File: config.mk
export PLATFORM = sky130hd
export DESIGN_NAME = dmem_arb_ctrl
export DESIGN_NICKNAME = d
export VERILOG_FILES = /design/src/rtl/dmem_ctrl_pkg.sv /design/src/rtl/dmem_lane_align.sv /design/src/rtl/dmem_arb_ctrl.sv
export SDC_FILE = /design/constraint.sdc
export NUM_CORES = 1
export LEC_CHECK = 0
export BUFFER_PORTS_ARGS = -buffer_cell sky130_fd_sc_hd__buf_2
export CAP_MARGIN = 25
export CELL_PAD_IN_SITES_DETAIL_PLACEMENT = 1
export CELL_PAD_IN_SITES_GLOBAL_PLACEMENT = 1
export CORE_MARGIN = 2
export CORE_UTILIZATION = 25
export CTS_CLUSTER_SIZE = 24
export DETAILED_ROUTE_END_ITERATION = 6
export PLACE_DENSITY_LB_ADDON = 0.3
export SETUP_SLACK_MARGIN = 0.1
export SYNTH_ARGS = -nofsm -noshare
export SYNTH_HDL_FRONTEND = slang
export SYNTH_SLANG_ARGS = --single-unit
File: constraint.sdc
create_clock -name clk -period 4.4 [get_ports clk]
set_clock_uncertainty 0.15 [all_clocks]
set_input_delay 0.44 -clock clk [delete_from_list [all_inputs] [get_ports clk]]
set_output_delay 0.44 -clock clk [all_outputs]
set_load 0.03 [all_outputs]
File: src/rtl/dmem_ctrl_pkg.sv
// Shared types for the data-memory arbiter: FSM states, access-size codes and requester ids.
package dmem_ctrl_pkg;

  typedef enum logic [1:0] {
    ST_IDLE   = 2'd0,
    ST_ACCESS = 2'd1,
    ST_RESP   = 2'd2
  } state_e;

  typedef enum logic {
    PORT0 = 1'b0,
    PORT1 = 1'b1
  } port_id_e;

  localparam logic [2:0] F3_B  = 3'b000;
  localparam logic [2:0] F3_H  = 3'b001;
  localparam logic [2:0] F3_W  = 3'b010;
  localparam logic [2:0] F3_BU = 3'b100;
  localparam logic [2:0] F3_HU = 3'b101;

endpackage

File: src/rtl/dmem_lane_align.sv
// Byte-lane steering for stores and load extraction/extension for a 32-bit word memory.
module dmem_lane_align
  import dmem_ctrl_pkg::*;
(
  input  logic [2:0]  funct3_i,
  input  logic [1:0]  addr_lo_i,
  input  logic [31:0] wdata_i,
  input  logic [31:0] word_i,
  output logic [3:0]  wr_mask_o,
  output logic [31:0] wdata_o,
  output logic [31:0] rdata_o
);

  logic [7:0]  byte_sel;
  logic [15:0] half_sel;

  always_comb begin
    wr_mask_o = 4'b1111;
    wdata_o   = wdata_i;
    case (funct3_i)
      F3_B: begin
        wr_mask_o = 4'b0001 << addr_lo_i;
        wdata_o   = {4{wdata_i[7:0]}};
      end
      F3_H: begin
        wr_mask_o = 4'b0011 << {addr_lo_i[1], 1'b0};
        wdata_o   = {2{wdata_i[15:0]}};
      end
      default: ;
    endcase
  end

  // Misaligned low bits are simply ignored: halves use addr[1] only, words use neither.
  always_comb begin
    byte_sel = word_i[{addr_lo_i, 3'b000} +: 8];
    half_sel = addr_lo_i[1] ? word_i[31:16] : word_i[15:0];
    case (funct3_i)
      F3_B:    rdata_o = {{24{byte_sel[7]}}, byte_sel};
      F3_BU:   rdata_o = {24'b0, byte_sel};
      F3_H:    rdata_o = {{16{half_sel[15]}}, half_sel};
      F3_HU:   rdata_o = {16'b0, half_sel};
      default: rdata_o = word_i;
    endcase
  end

endmodule

File: src/rtl/dmem_arb_ctrl.sv
// Two-requester data-memory arbiter: round-robin grant, access, response; one access per 3 cycles.
// Defining DMEM_MISALIGN_TRAP_EN adds p0_err/p1_err and suppresses misaligned accesses.
module dmem_arb_ctrl
  import dmem_ctrl_pkg::*;
#(
  parameter int DM_ADDRESS = 9,
  parameter int DATA_W     = 32
) (
  input  logic                  clk,
  input  logic                  reset,
  input  logic                  p0_req,
  input  logic                  p0_we,
  input  logic [DM_ADDRESS-1:0] p0_addr,
  input  logic [DATA_W-1:0]     p0_wdata,
  input  logic [2:0]            p0_funct3,
  output logic                  p0_gnt,
  output logic                  p0_rvalid,
  output logic [DATA_W-1:0]     p0_rdata,
  input  logic                  p1_req,
  input  logic                  p1_we,
  input  logic [DM_ADDRESS-1:0] p1_addr,
  input  logic [DATA_W-1:0]     p1_wdata,
  input  logic [2:0]            p1_funct3,
  output logic                  p1_gnt,
  output logic                  p1_rvalid,
  output logic [DATA_W-1:0]     p1_rdata,
  output logic [31:0]           mem_raddress,
  output logic [31:0]           mem_waddress,
  output logic [31:0]           mem_datain,
  output logic [3:0]            mem_wr,
  input  logic [31:0]           mem_dataout,
  output logic                  busy
`ifdef DMEM_MISALIGN_TRAP_EN
  ,
  output logic                  p0_err,
  output logic                  p1_err
`endif
);

  state_e                state_q;
  port_id_e              last_q, port_q, win;
  logic                  grant, trap, store_en, access_en;
  logic                  we_q;
  logic [DM_ADDRESS-1:0] addr_q;
  logic [DATA_W-1:0]     wdata_q;
  logic [2:0]            f3_q;
  logic                  p0_rvalid_q, p1_rvalid_q;
  logic [DATA_W-1:0]     p0_rdata_q, p1_rdata_q, resp_data;
  logic [3:0]            lane_mask;
  logic [31:0]           lane_wdata, load_data, word_addr;

  always_comb begin
    grant = (state_q == ST_IDLE) && (p0_req || p1_req) && !reset;
    if (p0_req && p1_req) win = (last_q == PORT0) ? PORT1 : PORT0;
    else if (p1_req)      win = PORT1;
    else                  win = PORT0;
  end

  assign p0_gnt = grant && (win == PORT0);
  assign p1_gnt = grant && (win == PORT1);
  assign busy   = (state_q != ST_IDLE);

  dmem_lane_align u_align (
    .funct3_i  (f3_q),
    .addr_lo_i (addr_q[1:0]),
    .wdata_i   (wdata_q),
    .word_i    (mem_dataout),
    .wr_mask_o (lane_mask),
    .wdata_o   (lane_wdata),
    .rdata_o   (load_data)
  );

`ifdef DMEM_MISALIGN_TRAP_EN
  logic p0_err_q, p1_err_q;

  // HU as a store code is a full-word store, so only loads trap on it.
  always_comb begin
    trap = 1'b0;
    if ((f3_q == F3_H) || (!we_q && (f3_q == F3_HU))) trap = addr_q[0];
    else if (f3_q == F3_W)                             trap = (addr_q[1:0] != 2'b00);
  end

  always_ff @(posedge clk) begin
    if (reset) begin
      p0_err_q <= 1'b0;
      p1_err_q <= 1'b0;
    end else begin
      p0_err_q <= (state_q == ST_ACCESS) && (port_q == PORT0) && trap;
      p1_err_q <= (state_q == ST_ACCESS) && (port_q == PORT1) && trap;
    end
  end

  assign p0_err = p0_err_q;
  assign p1_err = p1_err_q;
`else
  assign trap = 1'b0;
`endif

  // Memory strobes are gated by reset directly so an aborted store never writes.
  assign word_addr    = {{(32-DM_ADDRESS){1'b0}}, addr_q[DM_ADDRESS-1:2], 2'b00};
  assign access_en    = (state_q == ST_ACCESS) && !reset;
  assign store_en     = access_en && we_q;
  assign mem_raddress = access_en ? word_addr : 32'b0;
  assign mem_waddress = access_en ? word_addr : 32'b0;
  assign mem_datain   = store_en ? lane_wdata : 32'b0;
  assign mem_wr       = (store_en && !trap) ? lane_mask : 4'b0;
  assign resp_data    = (we_q || trap) ? '0 : load_data;

  always_ff @(posedge clk) begin
    if (reset) begin
      state_q     <= ST_IDLE;
      last_q      <= PORT1;
      port_q      <= PORT0;
      we_q        <= 1'b0;
      addr_q      <= '0;
      wdata_q     <= '0;
      f3_q        <= 3'b0;
      p0_rvalid_q <= 1'b0;
      p1_rvalid_q <= 1'b0;
      p0_rdata_q  <= '0;
      p1_rdata_q  <= '0;
    end else begin
      p0_rvalid_q <= 1'b0;
      p1_rvalid_q <= 1'b0;
      case (state_q)
        ST_IDLE: begin
          if (grant) begin
            port_q  <= win;
            last_q  <= win;
            we_q    <= (win == PORT1) ? p1_we     : p0_we;
            addr_q  <= (win == PORT1) ? p1_addr   : p0_addr;
            wdata_q <= (win == PORT1) ? p1_wdata  : p0_wdata;
            f3_q    <= (win == PORT1) ? p1_funct3 : p0_funct3;
            state_q <= ST_ACCESS;
          end
        end
        ST_ACCESS: begin
          if (port_q == PORT0) begin
            p0_rvalid_q <= 1'b1;
            p0_rdata_q  <= resp_data;
          end else begin
            p1_rvalid_q <= 1'b1;
            p1_rdata_q  <= resp_data;
          end
          state_q <= ST_RESP;
        end
        default: state_q <= ST_IDLE;
      endcase
    end
  end

  assign p0_rvalid = p0_rvalid_q;
  assign p1_rvalid = p1_rvalid_q;
  assign p0_rdata  = p0_rdata_q;
  assign p1_rdata  = p1_rdata_q;

endmodule

==> results.md, run 1 <==
* Simple-Gate Fraction of Synth Area at 15.5%
* CTS tree: built
* Tmin final at 3.13 ns
* RSZ-0062 raised after global routing: false
* Latest clock arrival within the worst-skew pair at 0.41 ns
* Initial antenna violation count at 2
* CTS Hold Bufs at 0
* Synth area leaders: dfxtp_1 37%, mux2i_1 12%, buf_4 7.2%
* TritonCTS Buffers at 17
* Crit-path cells: buf_4, nor3_2, nand2_1, a21oi_1, buf_2
* Metal2 WL at 11.6 mm
* Top-area cell type share of the netlist area at 37.2%
* Pre-CTS worst setup slack at 1.48 ns
* Compound-Gate Fraction of Synth Area at 21.9%
* Clk slew on worst S/H paths at 0.06 ns
* Power density over cell area at 417 mW/mm^2
* Diode count at 0
* DR iter-0 viols at 366
* Final period utilization at 71.1%
* Count leader, synth: dfxtp_1
* Post-synth EDFFs at 0
* Iteration count of the initial detailed-routing pass at 5
* Req. time, crit path at 3.81 ns
* Mapped cell area at 0.00619 sq mm
* Vias in the first global route at 6100
* Leakage power at 0.00364 uW
* Gate Count Post-Synth at 734
* Largest net degree at the start of global routing at 77
* DRC Markers at 0
* Io pins at 295
* Multiplexer share of the synthesized area at 12.7%
* DP HPWL at 18.1 mm
* Layout cells sized above 1 at 32.0%
* Wirelength per Cell at 18.8 um
* Status: completed
* Final Hold Fails at 0
* Max Fclk at 0.319 GHz
* Die Wd at 161 um
* Post-route ant nets at 0
* First-pass GRT wire length at 36.2 mm
* DIE HEIGHT at 161 um
* Root buf cell: clkbuf_16
* Least-Margin Pin Slew at 0.991 ns
* Top post-synthesis cells by count: 115 x dfxtp_1, 79 x nand2_1, 73 x nor2_1
* Register area share after synthesis at 37.2%
* Register area at 0.00230 sq mm
* GRT Residual Overflow at 0
* Largest family of logic cells by synthesized area: compound AO/OA/AOI/OAI gates
* Initial Util at 25.4%
* CP Class: register to output pin
* Via density at 4.70
* WL met1 at 10.5 mm
* Synth Area in Adders at 0%
* Area share of xor/xnor cells in the synthesized design at 0%
* Worst setup SP type: register
* Max Cap Viol at 0
* Worst hold path class: input pin to register
* Die area at 0.0260 sq mm
* Clock Path Buffers at 2
* Post CTS Setup Buffer Count at 0
* Area grow syn2layout at 29.4%
* Layout fillers at 2970
* Async S/R FF share, synth at 0%
* Worst Path Arrival at 2.54 ns
* Core area at 0.0243 sq mm
* Critical Path End Type: output pin
* All-Layer GR Usage at 18.2%
* # clock sinks at 115
* IO buf count at 244
* Unique cell type count in the Yosys netlist at 45
* Max stage delay on crit path at 0.64 ns
* Setup TNS at 0 ns
* PostCTS Resize Cnt at 0
* Peak supply drop at 0.000170 V
* Drt total wl at 24.0 mm
* Vias at 6000
* Yosys warns at 0
* Nets at 1066
* Slew Limit Headroom at 33.8%
* Placer Congestion at 0.817
* Met3 routed WL at 1.65 mm
* Setup ws final at 1.27 ns
* Row count at 57
* Area leader, netlist: dfxtp_1
* Final setup fails at 0
* Synth Flop Type: dfxtp_1
* H-tree Lvls at 4
* Maximum fanout along the worst path at 16
* Area occupied by multi-input gates at 0.00331 sq mm
* CP max stage cell: nor3_2
* Count of final max-slew check failures at 0
* Post-synthesis register bit count at 115
* Syn_area_per_cell at 8.43 sq um
* Top Layer Used: met5
## report_power, final
group	internal, uW	leakage [uW]	switching, uW
registers	1130	0.000942	74.9
clock network	844	0.000274	509
logic	257	0.00242	529
total	2230	0.00364	1110
## per-stage QoR
stage | power (uW) | area (sq um) | hold slack [ns] | utilization [%] | std cells
finish | 3340 | 8010 | 0.215 | 32.9 | 1277
global route | 3520 | 8010 | 0.207 | 32.9 | 1277
CTS | 3390 | 8010 | 0.199 | 32.9 | 1277
detailed placement | 2020 | 7440 | 0.286 | 30.6 | 1245
global placement | 2000 | 7390 | 0.283 | 30.4 | 1242
floorplan | 1790 | 6370 | 0.290 | - | 783
## sequential cells by signal, summed over array words and instances, names as in the netlist, 2 cells and up
name	flops
f3_q	3
wdata_q	32
p1_rdata	32
state_q	2
p0_rdata	32
addr_q	9
## logic make-up after synthesis
group,count (synthesis)
AO/OA/AOI/OAI,191
buffers and inverters,136
other,1
flip-flops,115
multiplexers,76
AND/OR/NAND/NOR,215
## worst max-delay path, delay by kind of cell (launching register included)
family	cells	cell delay, ns
AO/OA/AOI/OAI	1	0.29
AND/OR/NAND/NOR	2	0.75
buffers and inverters	2	0.57
flip-flops	1	0.50
## path summary, 6_finish.rpt
path                     start        endpoint  slack (ns)  depth (start not counted)
hold reg to reg   p1_rdata[22]    p1_rdata[22]        0.30                          2
hold / removal     p0_wdata[3]      wdata_q[3]        0.22                          3
setup reg to reg       f3_q[0]    p0_rdata[27]        1.66                          5
setup / recovery       f3_q[0]  mem_datain[13]        1.27                          5
## layout by cell type (no fill, tap or decap), drive strengths merged, types with 3 or more instances in the layout
cell     netlist  layout
o32ai          3       3
nand3         18      18
o31ai         22      22
clkinv         0       6
and2           7       7
a21oi         47      47
mux2i         72      72
o2111ai        5       5
o2bb2ai       15      15
nand2b        11      11
buf           82     259
o21a           4       4
nor2          73      73
o21ai         18      18
nand2         79      79
a211oi        53      53
dfxtp        115     115
clkbuf        39      22
inv           15      15
mux2           3       3
a22o           3       3
conb           1      50
and3          10      10
a311oi        10      10
or2            5       5
a221oi         8       8
nor3           4       4
## routing by layer
metal	up-vias	global-route usage (%)
li1	2923	-
met5	-	0
met3	17	5.55
met2	226	31.2
met4	4	3.86
met1	2830	22.6
## cell type report
cell class / instances / area share (%)
repair buffers: 259 / 17.2
flip-flops and latches: 115 / 28.8
well taps: 324 / 5.06
inverters: 15 / 0.703
clock inverters: 10 / 1.36
multi-input cells: 532 / 41.3
clock buffers: 22 / 5.67
(Power assumes the default switching activity.)
==> run 2: changes to the inputs <==
==> constraint.sdc (replaced) <==
create_clock -name clk -period 2.94 [get_ports clk]
set_clock_uncertainty 0.15 [all_clocks]
set_input_delay 0.294 -clock clk [delete_from_list [all_inputs] [get_ports clk]]
set_output_delay 0.294 -clock clk [all_outputs]
set_load 0.03 [all_outputs]
==> run 2 against run 1 <==
Effect of this change:
- hold slack got worse by 0.15 ns
- clock power up 64%
- critical path depth is the same
- highest routed layer unchanged
- global-route usage up 0.096 points
- critical endpoint is now mem_datain[24]
- die area unchanged
- sequential share of layout area decreased by 0.54 points
- largest cell class unchanged
==> results.md, run 2 (synthesized netlist as in run 1, its figures left out) <==
* Status: completed (unchanged)
* Largest net degree at the start of global routing at 86 (was 77)
* Leakage power at 0.00372 uW (was 0.00364 uW)
* TritonCTS Buffers at 17 (unchanged)
* Layout fillers at 2944 (was 2970)
* Peak supply drop at 0.000276 V (was 0.000170 V)
* Net Switching at 1670 uW (was 1110 uW)
* Clock network fraction of total power at 42.3% (was 40.5%)
* Root buf cell: clkbuf_16 (unchanged)
* Clock Path Buffers at 2 (unchanged)
* H-tree Lvls at 4 (unchanged)
* Bufs and invs on worst path at 2 (unchanged)
* Sw Share at 32.0% (was 33.3%)
* Path depth of the worst reg2reg path at 5 (unchanged)
* Die area at 0.0260 sq mm (unchanged)
* Die Wd at 161 um (unchanged)
* Final period utilization at 88.7%
* Hold slack at 0.0641 ns (was 0.215 ns)
* Final Hold Fails at 0 (unchanged)
* Worst hold path class: input pin to register (unchanged)
* Tmin final at 2.61 ns
* Max Cap Viol at 0 (unchanged)
* # clock sinks at 115 (unchanged)
* DRC Markers at 0 (unchanged)
* CP delay by family, top: buffers and inverters (was simple AND/OR/NAND/NOR gates)
* Initial Util at 25.4% (unchanged)
* DR iter-0 viols at 299 (was 366)
* IO buf count at 244 (unchanged)
* Least-Margin Pin Slew at 0.598 ns (was 0.991 ns)
* Vias at 6075 (was 6000)
* Setup TNS at 0 ns (unchanged)
* Worst setup SP type: register (unchanged)
* Max Fclk at 0.383 GHz
* GRT Residual Overflow at 0 (unchanged)
* Sequential fraction of design power at 34.3% (was 36.0%)
* Count of final max-slew check failures at 0 (unchanged)
* Row count at 57 (unchanged)
* Io pins at 295 (unchanged)
* Nets at 1076 (was 1066)
* Power density over cell area at 640 mW/mm^2 (was 417 mW/mm^2)
* Req. time, crit path at 2.50 ns (was 3.81 ns)
* Area grow syn2layout at 31.9% (was 29.4%)
* Iteration count of the initial detailed-routing pass at 4 (was 5)
* Crit-path cells: nor2_2, buf_4, nor2_1, a211oi_1, buf_2 (was buf_4, nor3_2, nand2_1, a21oi_1, buf_2)
* Post-route ant nets at 0 (unchanged)
* Placer Congestion at 0.828 (was 0.817)
* Maximum fanout along the worst path at 19 (was 16)
* Latest clock arrival within the worst-skew pair at 0.41 ns (about the same)
* Comb power frac at 23.3% (was 23.5%)
* Commonest non-fill, non-tap cell in the layout: buf_2 (unchanged)
* Number of cells on the critical path at 5 (unchanged)
* CP Class: register to output pin (unchanged)
* Slew Limit Headroom at 60.0% (was 33.8%)
* Most frequent cells in the layout: 244 x buf_2, 115 x dfxtp_1, 78 x nand2_1, 72 x mux2i_1, 71 x nor2_1 (was 244 x buf_2, 115 x dfxtp_1, 79 x nand2_1, 72 x mux2i_1, 71 x nor2_1)
* Int Power at 3550 uW (was 2230 uW)
* Clk slew on worst S/H paths at 0.06 ns (about the same)
* Core area at 0.0243 sq mm (unchanged)
* CTS tree: built (unchanged)
* Worst Path Arrival at 2.16 ns (was 2.54 ns)
* All-Layer GR Usage at 18.3% (was 18.2%)
* Drt total wl at 23.9 mm (was 24.0 mm)
* Hold Crit Depth at 3 (unchanged)
* Wirelength per Cell at 18.5 um (was 18.8 um)
* Max stage delay on crit path at 0.44 ns (was 0.64 ns)
* First-pass GRT wire length at 36.8 mm (was 36.2 mm)
* Critical Path End Type: output pin (unchanged)
* CP max stage cell: nor2_2 (was nor3_2)
* Vias in the first global route at 6184 (was 6100)
* Final setup fails at 0 (unchanged)
* Layout cells sized above 1 at 33.1% (was 32.0%)
* Initial antenna violation count at 2 (unchanged)
* DP HPWL at 18.3 mm (was 18.1 mm)
* Via density at 4.72 (was 4.70)
* DIE HEIGHT at 161 um (unchanged)
* RSZ-0062 raised after global routing: false (unchanged)
## run 2: cell types whose count changed in the layout (fill, tap and decap cells not counted), sizes merged
cell      previous run  this run
clkbuf              22        23
diode                0         2
clkinv               6         1
clkinvlp             2         3
buf                259       269
bufinv               2         3
## run 2: per-stage QoR
step	area [sq um]	worst slack, ns	util (%)	std cells	total power, uW
after floorplan	6370	0.563	-	783	2680
after global placement	7500	0.669	30.8	1253	3040
after detailed placement	7520	0.631	30.9	1255	3060
after CTS	8150	0.177	33.5	1285	5300
after global routing	8160	0.119	33.5	1285	5490
final	8160	0.332	33.6	1287	5220
## run 2: final timing paths
| check | from | slack (ns) | end |
|---|---|---|---|
| worst min-delay path | p0_wdata[14] | 0.06 | wdata_q[14] |
| worst min register to register | p1_rdata[22] | 0.29 | p1_rdata[22] |
| worst max-delay path | f3_q[1] | 0.33 | mem_datain[24] |
| worst max register to register | f3_q[1] | 0.76 | p0_rdata[31] |
## run 2: power groups by stage
stage | Clock (uW) | Combinational, uW | Sequential, uW
final | 2210 | 1220 | 1790
after global routing | 2350 | 1330 | 1810
after CTS | 2270 | 1230 | 1800
after detailed placement | 0 | 1230 | 1830
after global placement | 0 | 1220 | 1820
after floorplan | 0 | 811 | 1870
## run 2: tightest hold or removal path: stages
cell and delay [ns]:
buf_2 0.09, mux2i_1 0.11, a211oi_1 0.08
## run 2: cell type report
cell class	instances	area (sq um)	area share, %
well taps	324	405	4.97
clock buffers	23	508	6.22
clock inverters	7	121	1.49
repair buffers	269	1450	17.8
flip-flops and latches	115	2300	28.2
inverters	15	56.3	0.690
multi-input cells	532	3310	40.5
diodes	2	5.00	0.0613
## run 2: timing repair
item / CTS / global route
buffers inserted: 0 / 0
resized for setup: 0 / 1
hold endpoints to repair: 0 / 0
setup endpoints to repair: 0 / 15
hold buffers: 0 / 0
## run 2: layer usage
| layer | vias to the layer above | track usage [%] | part of all wire (%) |
|---|---|---|---|
| li1 | 2937 | - | - |
| met4 | 2 | 5.64 | 1.5 |
| met1 | 2878 | 22.6 | 44 |
| met2 | 235 | 30.7 | 48 |
| met5 | - | 0 | 0.034 |
| met3 | 23 | 5.47 | 6.9 |
